File: src/rtl/shift_seq_ctrl_if.sv
// Load handshake between a parallel producer and shift_seq_ctrl.
// The producer holds Load_Data stable while Load_Valid is high and Load_Ready is low.
interface shift_seq_ctrl_if #(
    parameter int WIDTH = 4
);
    logic             Load_Valid;
    logic [WIDTH-1:0] Load_Data;
    logic             Load_Ready;

    modport master (
        output Load_Valid,
        output Load_Data,
        input  Load_Ready
    );

    modport slave (
        input  Load_Valid,
        input  Load_Data,
        output Load_Ready
    );
endinterface

File: src/rtl/shift_seq_ctrl.sv
// Serialises a handshaken word into a shift register, then captures its Q.
// Optional macro SHIFT_SEQ_LOOPBACK_CHECK_EN adds a loopback compare on Mismatch.
module shift_seq_ctrl #(
    parameter int WIDTH     = 4,
    parameter bit MSB_FIRST = 1'b1
) (
    input  logic             Clk,
    input  logic             Rst_n,
    shift_seq_ctrl_if.slave  load,
    output logic             Shift_En,
    output logic             D,
    input  logic [WIDTH-1:0] Q,
    output logic             Busy,
    output logic             Done,
    output logic [WIDTH-1:0] Result,
    output logic             Mismatch
);
    localparam int CW = (WIDTH > 1) ? $clog2(WIDTH) : 1;

    localparam logic [1:0] IDLE    = 2'd0;
    localparam logic [1:0] SHIFT   = 2'd1;
    localparam logic [1:0] CAPTURE = 2'd2;

    logic [1:0]       state;
    logic [CW-1:0]    cnt;
    logic [WIDTH-1:0] hold;
    logic [CW-1:0]    idx;
    logic             last;

    assign last = (cnt == CW'(WIDTH - 1));

    // Frame sequencing: accept a word, shift WIDTH times, capture Q once.
    always_ff @(posedge Clk or negedge Rst_n) begin
        if (!Rst_n) begin
            state  <= IDLE;
            cnt    <= '0;
            hold   <= '0;
            Result <= '0;
            Done   <= 1'b0;
        end else begin
            Done <= 1'b0;
            unique case (state)
                IDLE: begin
                    if (load.Load_Valid) begin
                        hold  <= load.Load_Data;
                        cnt   <= '0;
                        state <= SHIFT;
                    end
                end
                SHIFT: begin
                    if (last) begin
                        state <= CAPTURE;
                    end else begin
                        cnt <= cnt + CW'(1);
                    end
                end
                CAPTURE: begin
                    Result <= Q;
                    Done   <= 1'b1;
                    state  <= IDLE;
                end
                default: state <= IDLE;
            endcase
        end
    end

    // Ready is masked by reset so the producer never sees a grant while held.
    assign load.Load_Ready = Rst_n && (state == IDLE);
    assign Shift_En        = (state == SHIFT);
    assign Busy            = (state == SHIFT) || (state == CAPTURE);

    // Bit select walks down from the MSB or up from the LSB.
    assign idx = MSB_FIRST ? (CW'(WIDTH - 1) - cnt) : cnt;
    assign D   = (state == SHIFT) ? hold[idx] : 1'b0;

`ifdef SHIFT_SEQ_LOOPBACK_CHECK_EN
    logic [WIDTH-1:0] expect_q;

    // What a healthy register must show after a full frame.
    always_comb begin
        expect_q = hold;
        if (!MSB_FIRST) begin
            for (int i = 0; i < WIDTH; i++) begin
                expect_q[i] = hold[WIDTH-1-i];
            end
        end
    end

    // Compare pulse lines up with Done.
    always_ff @(posedge Clk or negedge Rst_n) begin
        if (!Rst_n) begin
            Mismatch <= 1'b0;
        end else begin
            Mismatch <= (state == CAPTURE) && (Q != expect_q);
        end
    end
`else
    assign Mismatch = 1'b0;
`endif

endmodule

File: src/flat_wrapper.sv
// flat-port wrapper written by rule: the top's interface ports become plain ports
module shift_seq_ctrl_flat 
#(
    parameter int WIDTH     = 4,
    parameter bit MSB_FIRST = 1'b1
)
  (Clk, Rst_n, Shift_En, D, Q, Busy, Done, Result, Mismatch, load_Load_Valid, load_Load_Data, load_Load_Ready);
  shift_seq_ctrl_if #(.WIDTH(WIDTH)) load_i ();
  input  logic Clk;
  input  logic Rst_n;
  output logic Shift_En;
  output logic D;
  input  logic [WIDTH-1:0] Q;
  output logic Busy;
  output logic Done;
  output logic [WIDTH-1:0] Result;
  output logic Mismatch;
  input wire logic [$bits(load_i.Load_Valid)-1:0] load_Load_Valid;
  input wire logic [$bits(load_i.Load_Data)-1:0] load_Load_Data;
  output wire logic [$bits(load_i.Load_Ready)-1:0] load_Load_Ready;
  assign load_i.Load_Valid = load_Load_Valid;
  assign load_i.Load_Data = load_Load_Data;
  assign load_Load_Ready = load_i.Load_Ready;
  shift_seq_ctrl #(.WIDTH(WIDTH), .MSB_FIRST(MSB_FIRST)) u_core (.Clk(Clk), .Rst_n(Rst_n), .load(load_i), .Shift_En(Shift_En), .D(D), .Q(Q), .Busy(Busy), .Done(Done), .Result(Result), .Mismatch(Mismatch));
endmodule
File: config.mk
export PLATFORM = sky130hd
export DESIGN_NAME = shift_seq_ctrl_flat
export DESIGN_NICKNAME = d
export VERILOG_FILES = /design/src/rtl/shift_seq_ctrl_if.sv /design/src/rtl/shift_seq_ctrl.sv /design/src/flat_wrapper.sv
export SDC_FILE = /design/constraint.sdc
export NUM_CORES = 1
export LEC_CHECK = 0
export BUFFER_PORTS_ARGS = -buffer_cell sky130_fd_sc_hd__clkbuf_2
export CAP_MARGIN = 30
export CORE_MARGIN = 3
export CORE_UTILIZATION = 45
export DETAILED_ROUTE_END_ITERATION = 8
export GPL_ROUTABILITY_DRIVEN = 0
export GPL_TIMING_DRIVEN = 0
export PLACE_DENSITY = 0.72
export SLEW_MARGIN = 20
export SYNTH_ARGS = -nofsm -noshare
export SYNTH_HDL_FRONTEND = slang
export SYNTH_SLANG_ARGS = --single-unit
export TNS_END_PERCENT = 1
File: constraint.sdc
create_clock -name Clk -period 1.7 [get_ports Clk]
set_input_delay 0.34 -clock Clk [delete_from_list [all_inputs] [get_ports Clk]]
set_output_delay 0.34 -clock Clk [all_outputs]
set_load 0.05 [all_outputs]
==> out/qor.yml <==
grt_max_degree: 14
place_ws_ns: 0.0686
hold_violations: 0
die_y_um: 44.3
drcViolationCount: 0
die_w_um: 44.3
multi_input_area_um2: 332
final-setup-viol-count: 1
synth_cell_types: 18
ys_ff_latch: 13
drv_slew: 0
crit_path_top_delay_cell: "mux4_2"
period_needed_ns: 1.81
tightest_slew_ns: 0.566
dpl.hpwl_um: 845
grt_overflow_total: 0
ff_latch_area_um2: 325
fin_util_pct: 64.4
core_mm2: 0.00133
syn_to_final_growth_pct: 30.4
grtUsageTotal_pct: 13.8
drt-wirelength-per-cell_um: 12.0
num_rows: 13
start_util_pct: 49.4
setup_tns_ns: -0.107
clkTransAtPathRegs_ns: 0.07
viasPerCell: 4.86
postRouteAntennaNets: 0
outcome: "complete, but fails checks"
avgSynthCellArea_um2: 13.7
postSynthCellCount: 48
first_iter_violations: 2
wirelength_um: 1060
max_slew_margin_pct: 62.2
die-area_mm2: 0.00196
layout_setup_ws_ns: -0.107
layout.nets: 91
first_pass_iters: 2
pin_count: 21
cpLargestDelayFamily: "multiplexers"
path_cells: "mux4_2 > and2_4 > buf_8"
clock_sinks: 13
clock_latency_ns: 0.27
antenna_found_initial: 0
clockBufferDepth: 2
synth_nets: 65
max_stage_delay_ns: 0.50
violations: "negative setup slack"
drv_cap: 0
cts_buffers: 3
grt_pass1_vias: 472
crit_path_start_kind: "flop"
crit_buf_inv: 1
antenna_cells: 0
min_period_over_period_pct: 106
portBuffers: 19
fillers: 118
cp-end-kind: "primary output"
tritoncts: "done"
hp-class: "primary input to flop"
grt_pass1_wl_um: 1920
clock.fmax_mhz: 553
crit_type: "flop to primary output"
grt_setup_unrepaired: "true"
arrival_ns: 1.47
cts-htree-levels: 1
yosysWarnings: 0
netlist_area_um2: 659
cts-root-buf: "clkbuf_4"
vias: 428
cp_max_fo: 2
synth_seq_area_share_pct: 49.3
hold_slack_ns: 0.302
drive_gt1_share_pct: 60.3
cp_data_required_time_ns: 1.36
skew_ns: 0.00407
per-stage QoR:
step | instances | cell area, um2
2_1_floorplan | 48 | 659
3_3_place_gp | 82 | 773
3_5_place_dp | 82 | 773
4_1_cts | 88 | 842
5_1_grt | 88 | 860
6_report | 88 | 860
final cells by class:
| class | instances | area share (%) |
|---|---|---|
| Buffer | 1 | 0.873 |
| Inverter | 4 | 1.75 |
| Multi-Input combinational cell | 30 | 38.6 |
| Tap cell | 15 | 2.18 |
| Clock buffer | 4 | 3.06 |
| Timing Repair Buffer | 21 | 15.7 |
| Sequential cell | 13 | 37.8 |
layout by cell type (no fill, tap or decap), types with 4 or more instances in the layout:
master    netlist  final
clkbuf_4        0      4
mux2_2          9      9
dfrtp_1        13     13
ha_1            6      4
clkbuf_2        0     16
state kept, by name, indices dropped and copies added (netlist names):
register	cells
u_core.state	2
u_core.hold	4
u_core.Result	4
u_core.cnt	2
u_core.Done	1
worst register-to-register path: cells and delay by family, from the launching register on:
kind	cells	cell delay [ns]
buf+inv	1	0.11
fa+ha+maj	1	0.26
mux	1	0.32
simple gates	1	0.10
compound gates	1	0.21
flops	1	0.39
final timing paths:
kind                                   to  depth (start not counted)              start  slack, ns
max                                     D                          3      u_core.cnt[0]      -0.11
min reg2reg                u_core.hold[0]                          1     u_core.hold[0]       0.51
max in group asynchronous  u_core.hold[1]                          2              Rst_n       0.71
min in group asynchronous     u_core.Done                          2              Rst_n       0.61
min                        u_core.hold[0]                          2  load_Load_Data[0]       0.30
max reg2reg                 u_core.cnt[0]                          5    u_core.state[1]       0.19
cell families after synthesis:
| group | count (synthesis) | share of synthesized area (%) |
|---|---|---|
| other | 1 | 0.569 |
| multiplexers | 12 | 22.6 |
| adder cells (fa/ha/maj) | 6 | 11.4 |
| AND/OR/NAND/NOR | 7 | 7.02 |
| buffers and inverters | 5 | 3.42 |
| flip-flops | 13 | 49.3 |
| AO/OA/AOI/OAI | 4 | 5.69 |
synthesized netlist by cell type:
cell type  instances  area share, %
a211oi_4           1            3.0
mux4_2             1            3.4
inv_1              4            2.3
buf_4              1            1.1
and2b_2            1            1.3
conb_1             1           0.57
nor2_1             1           0.57
mux2_4             1            2.3
ha_1               6             11
o21a_1             1            1.1
nand2_1            2            1.1
and2_1             2            1.9
mux2_2             9             15
o21ai_0            1           0.76
dfrtp_1           13             49
mux2i_1            1            1.5
a21oi_1            1           0.76
nor2b_4            1            2.1
what timing repair did:
action	4_1_cts	5_1_grt
resized for setup	7	7
buffers inserted	1	0
endpoints found under the hold margin	13	0
hold buffers	1	0
setup endpoints to repair	3	4
pin swaps	0	0
per-layer routing:
| layer | part of all wire (%) | GRT usage, % |
|---|---|---|
| met5 | 0 | 0 |
| met1 | 40 | 14.2 |
| met4 | 0 | 3.61 |
| met3 | 7.3 | 6.10 |
| met2 | 53 | 25.0 |
Power is not shown: default switching activity piles up to over one toggle a cycle in this logic, so the estimate is an artifact.
